[src/rtl/dcache_refill_engine.sv]
// rtl/dcache_refill_engine.sv - line-fill and dirty-victim write-back engine for the data cache
// Optional build macro: CRITICAL_WORD_FIRST_EN (fill starts at the missing word and wraps).
module dcache_refill_engine #(
  parameter int WIDTH          = 32,
  parameter int ADDR_WIDTH     = 32,
  parameter int WORDS_PER_LINE = 4
) (
  input  logic                            clk,
  input  logic                            rst,
  input  logic                            miss_req,
  input  logic [ADDR_WIDTH-1:0]           miss_addr,
  input  logic                            wb_req,
  input  logic [ADDR_WIDTH-1:0]           wb_addr,
  input  logic [WIDTH*WORDS_PER_LINE-1:0] wb_line,
  output logic                            busy,
  output logic                            refill_valid,
  output logic [WIDTH*WORDS_PER_LINE-1:0] refill_line,
  output logic                            mem_req,
  output logic                            mem_we,
  output logic [ADDR_WIDTH-1:0]           mem_addr,
  output logic [WIDTH-1:0]                mem_wdata,
  input  logic [WIDTH-1:0]                mem_rdata,
  input  logic                            mem_ack
);

  localparam int IDX_W      = $clog2(WORDS_PER_LINE);
  localparam int BYTE_W     = $clog2(WIDTH / 8);
  localparam int LINE_BYTES = WORDS_PER_LINE * (WIDTH / 8);

  // Byte-offset-within-line mask; the line base is the address with these bits cleared.
  localparam logic [ADDR_WIDTH-1:0] OFF_MASK = ADDR_WIDTH'(LINE_BYTES - 1);
  localparam logic [IDX_W-1:0]      LAST_IDX = IDX_W'(WORDS_PER_LINE - 1);

  localparam logic [1:0] S_IDLE = 2'd0;
  localparam logic [1:0] S_WB   = 2'd1;
  localparam logic [1:0] S_FILL = 2'd2;
  localparam logic [1:0] S_DONE = 2'd3;

  logic [1:0]                      state;
  logic [IDX_W-1:0]                idx;         // word currently presented on the memory port
  logic [IDX_W-1:0]                cnt;         // words completed in the current phase
  logic [IDX_W-1:0]                fill_start;  // first fill word, latched at accept
  logic [ADDR_WIDTH-1:0]           fill_base;
  logic [ADDR_WIDTH-1:0]           wb_base;
  logic [WIDTH*WORDS_PER_LINE-1:0] wb_data;

  logic [IDX_W-1:0] miss_start;
  logic [IDX_W-1:0] next_idx;
  logic [IDX_W-1:0] next_cnt;
  logic             xfer;

`ifdef CRITICAL_WORD_FIRST_EN
  assign miss_start = miss_addr[IDX_W+BYTE_W-1:BYTE_W];
`else
  assign miss_start = '0;
`endif

  assign next_idx = idx + 1'b1;
  assign next_cnt = cnt + 1'b1;
  assign xfer     = mem_req & mem_ack;
  assign busy     = miss_req | (state != S_IDLE);

  // Word-aligned byte address of word i inside the line containing base.
  function automatic logic [ADDR_WIDTH-1:0] word_addr(input logic [ADDR_WIDTH-1:0] base,
                                                      input logic [IDX_W-1:0]      i);
    return (base & ~OFF_MASK) + (ADDR_WIDTH'(i) << BYTE_W);
  endfunction

  // Word i of a packed line.
  function automatic logic [WIDTH-1:0] word_of(input logic [WIDTH*WORDS_PER_LINE-1:0] line,
                                               input logic [IDX_W-1:0]                i);
    return line[int'(i)*WIDTH +: WIDTH];
  endfunction

  // Sequencer: accept a miss, stream the victim out, stream the new line in, pulse completion.
  always_ff @(posedge clk or negedge rst) begin
    if (!rst) begin
      state        <= S_IDLE;
      idx          <= '0;
      cnt          <= '0;
      fill_start   <= '0;
      fill_base    <= '0;
      wb_base      <= '0;
      wb_data      <= '0;
      mem_req      <= 1'b0;
      mem_we       <= 1'b0;
      mem_addr     <= '0;
      mem_wdata    <= '0;
      refill_valid <= 1'b0;
      refill_line  <= '0;
    end else begin
      refill_valid <= 1'b0;
      case (state)
        S_IDLE: begin
          if (miss_req) begin
            fill_base  <= miss_addr & ~OFF_MASK;
            fill_start <= miss_start;
            wb_base    <= wb_addr & ~OFF_MASK;
            wb_data    <= wb_line;
            cnt        <= '0;
            mem_req    <= 1'b1;
            if (wb_req) begin
              state     <= S_WB;
              idx       <= '0;
              mem_we    <= 1'b1;
              mem_addr  <= word_addr(wb_addr, '0);
              mem_wdata <= word_of(wb_line, '0);
            end else begin
              state    <= S_FILL;
              idx      <= miss_start;
              mem_we   <= 1'b0;
              mem_addr <= word_addr(miss_addr, miss_start);
            end
          end
        end
        S_WB: begin
          if (xfer) begin
            if (cnt == LAST_IDX) begin
              // Victim fully written; the request stays up and turns into the first fill read.
              state    <= S_FILL;
              cnt      <= '0;
              idx      <= fill_start;
              mem_we   <= 1'b0;
              mem_addr <= word_addr(fill_base, fill_start);
            end else begin
              cnt       <= next_cnt;
              idx       <= next_idx;
              mem_addr  <= word_addr(wb_base, next_idx);
              mem_wdata <= word_of(wb_data, next_idx);
            end
          end
        end
        S_FILL: begin
          if (xfer) begin
            refill_line[int'(idx)*WIDTH +: WIDTH] <= mem_rdata;
            if (cnt == LAST_IDX) begin
              state        <= S_DONE;
              cnt          <= '0;
              mem_req      <= 1'b0;
              refill_valid <= 1'b1;
            end else begin
              cnt      <= next_cnt;
              idx      <= next_idx;
              mem_addr <= word_addr(fill_base, next_idx);
            end
          end
        end
        S_DONE: begin
          state <= S_IDLE;
        end
        default: begin
          state   <= S_IDLE;
          mem_req <= 1'b0;
        end
      endcase
    end
  end

endmodule

[config.mk]
export PLATFORM = sky130hd
export DESIGN_NAME = dcache_refill_engine
export DESIGN_NICKNAME = d
export VERILOG_FILES = /design/src/rtl/dcache_refill_engine.sv
export SDC_FILE = /design/constraint.sdc
export NUM_CORES = 1
export LEC_CHECK = 0
export BUFFER_PORTS_ARGS = -buffer_cell sky130_fd_sc_hd__buf_2
export CAP_MARGIN = 5
export CORE_ASPECT_RATIO = 1.1
export CORE_MARGIN = 5
export CORE_UTILIZATION = 58
export DETAILED_ROUTE_END_ITERATION = 10
export PLACE_DENSITY = 0.83
export SLEW_MARGIN = 40
export SYNTH_ARGS = -nofsm -noshare
export SYNTH_HDL_FRONTEND = slang
export SYNTH_SLANG_ARGS = --single-unit
export TNS_END_PERCENT = 1
[constraint.sdc]
create_clock -name clk -period 6.5 [get_ports clk]
set_input_delay 0.65 -clock clk [delete_from_list [all_inputs] [get_ports clk]]
set_output_delay 0.65 -clock clk [all_outputs]
set_load 0.01 [all_outputs]
==> impl_metrics.toml, run 1 <==
[worst_setup_path]
path_cells = "inv_1 -> ha_1 -> nor2b_2 -> buf_4 -> inv_1 -> buf_2"
crit_path_end = "busy"
worst_path_largest_cell_delay_ns = 0.54
crit_family = "buffers and inverters"
r2r_start = "state[1]"
reg2reg_to = "mem_wdata[21]"
ff2ff_path_depth = 7
cp-end-kind = "output pin"
arrival_ns = 2.74
critPathKind = "reg2out"
cpMostUsedCell = "inv_1"
rrSetupSlack_ns = 3.73
worstSetupStartpoint = "state[1]"
cp_max_fo = 21
cp.required_ns = 5.85
critPathBufInv = 4
path_depth = 6
cp-start-kind = "flop"
slowest_stage = "nor2b_2"

[cts]
h-tree-depth = 2
root_buffer = "clkbuf_16"
clk_latency_ns = 0.53
cts_tree = "built"
path_clk_slew_ns = 0.06
postCtsSetupBuffers = 0
cts_resized = 0
cts_buffers = 38
ctsLongestPathBuffers = 3
hold_buffers = 0
clock-sinks = 381

[floorplan]
initial_core_util_pct = 58.46
dieArea_um2 = 33270
die_y_um = 190.8
num_io_pins = 425
core_um2 = 29480
rows = 66
die_w_um = 174.4

[run]
cap_violations = 0

[placed_design]
dp_slack_ns = 3.630
hpwl_um = 31230
portBuffers = 414
routabilityCongestion = 0.8357

[timing]
fmax_ghz = 0.2946
slew_viol_final = 0
tightest_slew_ns = 0.6970
hold_viol_final = 0
skew_ns = 0.01519
tns_ns = 0
setup_viol = 0
slew_headroom_pct = 53.53
fin_crit_ns = 3.395
fin_ws_ns = 3.105
holdWs_ns = 0.001476
rsz0062_at_grt = "false"
fin_crit_sh_pct = 52.23

[routing]
drc = 0
via_count = 12900
detail-route-antenna-nets = 0
wirelength_um = 47610
drt_iter0_markers = 997
routedWlPerCell_um = 21.87
vias_per_cell = 5.927
first_pass_iters = 5

[min_path]
hp-class = "in2async"

[global_routing]
grt_pass1_wl_um = 74600
antenna_found_initial = 15
globalRouteTotalUtil_pct = 28.04
grt_overflow = 0
grt_pass1_vias = 13400
grt_max_degree = 172

[pwr]
totalPowerFinal_w = 0.01007
leakagePower_nw = 9.768
power.density_nw_per_um2 = 480.6
irDropWorstVdd_mv = 0.2939

[status]
status = "finished clean"

[logic_synthesis]
synthArstFlopShare_pct = 100.0
yosysWarnings = 0
synth.cell_area_um2 = 17230
synth_cell_types = 43
ys.flop_type = "dfrtp_1"
ys_ff_latch = 381
yosysSeqAreaShare_pct = 55.32
synth_enable_flop_cells = 0
netlist_instances = 1391
synth_area_per_cell_um2 = 12.39

[layout]
drive_above_1_share_pct = 45.58
nFillCells = 2018
area_growth_pct = 21.58
fin_nets = 2006
## cell usage after synthesis, types with 4 or more instances
| library cell | instances | area (um^2) |
|---|---|---|
| buf_1 | 4 | 15.01 |
| mux4_1 | 5 | 131.4 |
| o21ai_1 | 10 | 50.05 |
| buf_2 | 34 | 170.2 |
| mux4_2 | 27 | 608.1 |
| mux2_2 | 251 | 2826 |
| ha_1 | 14 | 175.2 |
| mux2i_1 | 8 | 80.08 |
| mux2_4 | 25 | 375.4 |
| inv_1 | 7 | 26.28 |
| nand2_1 | 258 | 968.4 |
| a221oi_1 | 28 | 245.2 |
| a211oi_1 | 28 | 210.2 |
| o31ai_1 | 57 | 427.9 |
| dfrtp_1 | 381 | 9534 |
| clkbuf_1 | 65 | 244.0 |
| nand4_1 | 4 | 25.02 |
| nor2b_1 | 30 | 187.7 |
| o21ai_0 | 119 | 595.6 |
| buf_6 | 5 | 56.30 |
## where the power goes
| group | switching [W] | total [W] | leakage, nW | internal (W) |
|---|---|---|---|---|
| clock network | 0.000903 | 0.00228 | 0.641 | 0.00138 |
| logic | 0.00202 | 0.00402 | 4.36 | 0.00199 |
| registers | 0.000505 | 0.00377 | 4.77 | 0.00327 |
| total | 0.00343 | 0.0101 | 9.77 | 0.00664 |
## sequential cells by signal, summed over array words and instances, names as in the netlist, 2 cells and up
signal,cells
state,2
refill_line,128
wb_base,28
mem_addr,29
cnt,2
mem_wdata,32
fill_base,28
wb_data,128
## final cells by class
class	instances	area, um^2	share of cell area [%]
Antenna cell	15	37.54	0.1791
Multi-Input combinational cell	892	7196	34.34
Inverter	7	26.28	0.1254
Sequential cell	381	9535	45.51
Clock inverter	6	105.1	0.5016
Timing Repair Buffer	443	2391	11.41
Clock buffer	59	1194	5.697
Tap cell	374	467.9	2.233
## worst min-delay path by stage
stage	from	cells past startpoint	end	slack, ns
after detailed placement	refill_line[56]	2	refill_line[56]	0.46
after global placement	refill_line[65]	2	refill_line[65]	0.46
after CTS	rst	1	refill_line[31]	0.008
after global routing	rst	1	refill_line[126]	0.02
after floorplan	rst	0	cnt[0]	0.35
final	rst	1	refill_line[31]	0.001
## routing by layer
metal  up-vias  part of all wire (%)  GRT usage, %
met2       605                    50         46.97
met1      6425                    38         35.51
met4         2                   4.5         12.40
met5         -                 0.027             0
met3       136                   7.9         5.929
li1       5736                     -             -
## logic make-up after synthesis
| logic type | Yosys count | share of synthesized area (%) |
|---|---|---|
| and+or+nand+nor | 302 | 7.333 |
| other | 1 | 0.02176 |
| AOI/OAI and AO/OA | 257 | 9.620 |
| DFF | 381 | 55.32 |
| buffers and inverters | 119 | 3.289 |
| adders and majority gates | 14 | 1.016 |
| muxes | 317 | 23.40 |
## per-stage QoR
stage          utilization, %  std cells  instance area, um^2
2_1_floorplan               -       1392                17240
3_3_place_gp            66.21       2093                19520
3_5_place_dp            66.40       2095                19580
4_1_cts                 70.80       2160                20870
5_1_grt                 71.06       2175                20950
6_report                71.07       2177                20950
## layout by cell type (no fill, tap or decap), types with 4 or more instances in the layout
cell type | synthesis | routed
mux4_1 | 5 | 5
o31ai_1 | 57 | 57
mux4_2 | 27 | 27
dfrtp_1 | 381 | 380
inv_1 | 7 | 6
o21ai_0 | 119 | 119
mux2_4 | 25 | 25
nor2b_1 | 30 | 29
buf_4 | 2 | 21
a221oi_1 | 28 | 28
a211oi_1 | 28 | 28
clkbuf_1 | 65 | 8
clkbuf_16 | 0 | 41
mux2i_1 | 8 | 8
buf_2 | 34 | 413
nand2_1 | 258 | 257
mux2_2 | 251 | 251
nand4_1 | 4 | 4
ha_1 | 14 | 12
clkbuf_8 | 0 | 11
o21ai_1 | 10 | 10
diode_2 | 0 | 15
Power figures use the tool's default switching activity.
==> run 2: changes to the inputs <==
--- a/config.mk
+++ b/config.mk
@@ -9,9 +9,9 @@
 export CAP_MARGIN = 5
 export CORE_ASPECT_RATIO = 1.1
 export CORE_MARGIN = 5
-export CORE_UTILIZATION = 58
+export CORE_UTILIZATION = 54
 export DETAILED_ROUTE_END_ITERATION = 10
-export PLACE_DENSITY = 0.83
+export PLACE_DENSITY = 0.78
 export SLEW_MARGIN = 40
 export SYNTH_ARGS = -nofsm -noshare
 export SYNTH_HDL_FRONTEND = slang
==> constraint.sdc (replaced) <==
create_clock -name clk -period 3.45 [get_ports clk]
set_input_delay 0.345 -clock clk [delete_from_list [all_inputs] [get_ports clk]]
set_output_delay 0.345 -clock clk [all_outputs]
set_load 0.01 [all_outputs]
==> impl_metrics.toml, run 2 (synthesis gave the netlist of run 1 again) <==
[worst_setup_path]
cpMostUsedCell = "inv_1"
critPathKind = "reg2out"
slowest_stage = "nor2b_2"
cp-start-kind = "flop"
cp.required_ns = 3.11
arrival_ns = 2.53
worst_path_largest_cell_delay_ns = 0.64
cp_max_fo = 12
cp-end-kind = "output pin"
worstSetupStartpoint = "state[0]"
critPathBufInv = 3
r2r_start = "state[0]"
path_cells = "inv_1 -> ha_1 -> nor2b_2 -> inv_1 -> buf_2"
crit_family = "buffers and inverters"

[timing]
tightest_slew_ns = 0.7672
rsz0062_at_grt = "false"
skew_ns = 0.01280
slew_headroom_pct = 48.80
slew_viol_final = 0
fin_ws_ns = 0.5734
tns_ns = 0
fin_crit_ns = 2.877
hold_viol_final = 0
setup_viol = 0
fmax_ghz = 0.3476
fin_crit_sh_pct = 83.38

[global_routing]
grt_pass1_vias = 13310
grt_overflow = 0
busiest_layer = "met2"
use_met3_pct = 5.912
antenna_found_initial = 15
grt_pass1_wl_um = 73710
use_met1_pct = 32.13
grt_max_degree = 93
gr-usage-met2_pct = 44.10
globalRouteTotalUtil_pct = 25.62

[status]
status = "finished clean"

[routing]
via_count = 12780
first_pass_iters = 5
drc = 0
detail-route-antenna-nets = 0
vias_per_cell = 5.742
drt_iter0_markers = 679
wirelength_um = 46630
routedWlPerCell_um = 20.96

[cts]
path_clk_slew_ns = 0.06
root_buffer = "clkbuf_16"
cts_tree = "built"
h-tree-depth = 2
clock-sinks = 381
cts_buffers = 38
ctsLongestPathBuffers = 3
clk_latency_ns = 0.52
postCtsSetupBuffers = 0

[layout]
reg_top3 = "refill_line (128), wb_data (128), mem_wdata (32)"
final_cell_mix = "buf_2 (413), dfrtp_1 (380), nand2_1 (257)"
drive_above_1_share_pct = 45.66
area_growth_pct = 22.35
final_common_cell = "buf_2"
fin_nets = 2011
nFillCells = 2379

[min_path]
hp-class = "in2reg"
hp-start = "wb_line[102]"

[placed_design]
routabilityCongestion = 0.8499
portBuffers = 414
hpwl_um = 31340
dp_slack_ns = 0.9456

[pwr]
power.density_nw_per_um2 = 899.4
irDropWorstVdd_mv = 0.6947
leakagePower_nw = 9.810

[floorplan]
initial_core_util_pct = 54.75
rows = 68
die_w_um = 180.3
num_io_pins = 425
core_um2 = 31480
die_y_um = 197.4
dieArea_um2 = 35590

[run]
cap_violations = 0
[run 2: changes by cell type in the layout (fill, tap and decap cells not counted)]
cell           change
clkbuf_8           -2
clkinv_2           +1
diode_2            -6
ha_4               +1
buf_4              +3
ha_2               -1
bufinv_16          +1
dlygate4sd3_1      +1
buf_16             -1
buf_12             +3
clkbuf_1           +2
[run 2: power by group]
part           switching (W)  internal [W]
Sequential          0.000930       0.00616
Combinational        0.00372       0.00380
Clock                0.00170       0.00266
Total                0.00635        0.0126
[run 2: worst register-to-register path, stage by stage (launching register included)]
cell and delay, ns:
dfrtp_1 0.41, inv_1 0.17, ha_1 0.32, nor2b_2 0.64
a211oi_4 0.05, buf_4 0.33, mux2_4 0.47
[run 2: per-layer routing]
metal,wire [um],part of all wire (%),vias to the layer above
met3,3583,7.7,110
met4,1606,3.4,12
li1,-,-,5734
met1,17870,38,6403
met5,74,0.16,-
met2,23490,50,518
[run 2: path summary, 6_finish.rpt]
check                      depth (start not counted)  slack (ns)         endpoint
max in group asynchronous                          4        2.08     mem_addr[16]
setup reg to reg                                   6        0.95    mem_wdata[28]
hold / removal                                     2        0.05     wb_data[102]
setup / recovery                                   5        0.57             busy
hold reg to reg                                    2        0.47  refill_line[23]
min in group asynchronous                          2        0.25  refill_line[93]
[run 2: timing repair]
action,in CTS,in global routing
resized for setup,0,0
hold buffers,1,0
hold endpoints to repair,86,0
[run 2: area by class of cell]
| type | count | area [um^2] | area share, % |
|---|---|---|---|
| Clock buffer | 60 | 1187 | 5.631 |
| Multi-Input combinational cell | 892 | 7206 | 34.17 |
| Clock inverter | 8 | 140.1 | 0.6646 |
| Timing Repair Buffer | 448 | 2442 | 11.58 |
| Sequential cell | 381 | 9535 | 45.22 |
| Antenna cell | 9 | 22.52 | 0.1068 |
| Tap cell | 420 | 525.5 | 2.492 |
| Inverter | 7 | 26.28 | 0.1246 |
[run 2: per-stage QoR]
stage	std cells	hold WS (ns)	instance area [um^2]	util, %	total power (W)
final	2225	0.05004	21090	66.98	0.01896
after floorplan	1392	0.04941	17240	-	0.01232
after global placement	2146	0.4262	19680	62.52	0.01430
after global routing	2225	0.03570	21090	66.98	0.02007
after CTS	2215	0.02695	21030	66.81	0.01909
after detailed placement	2146	0.4249	19690	62.56	0.01468
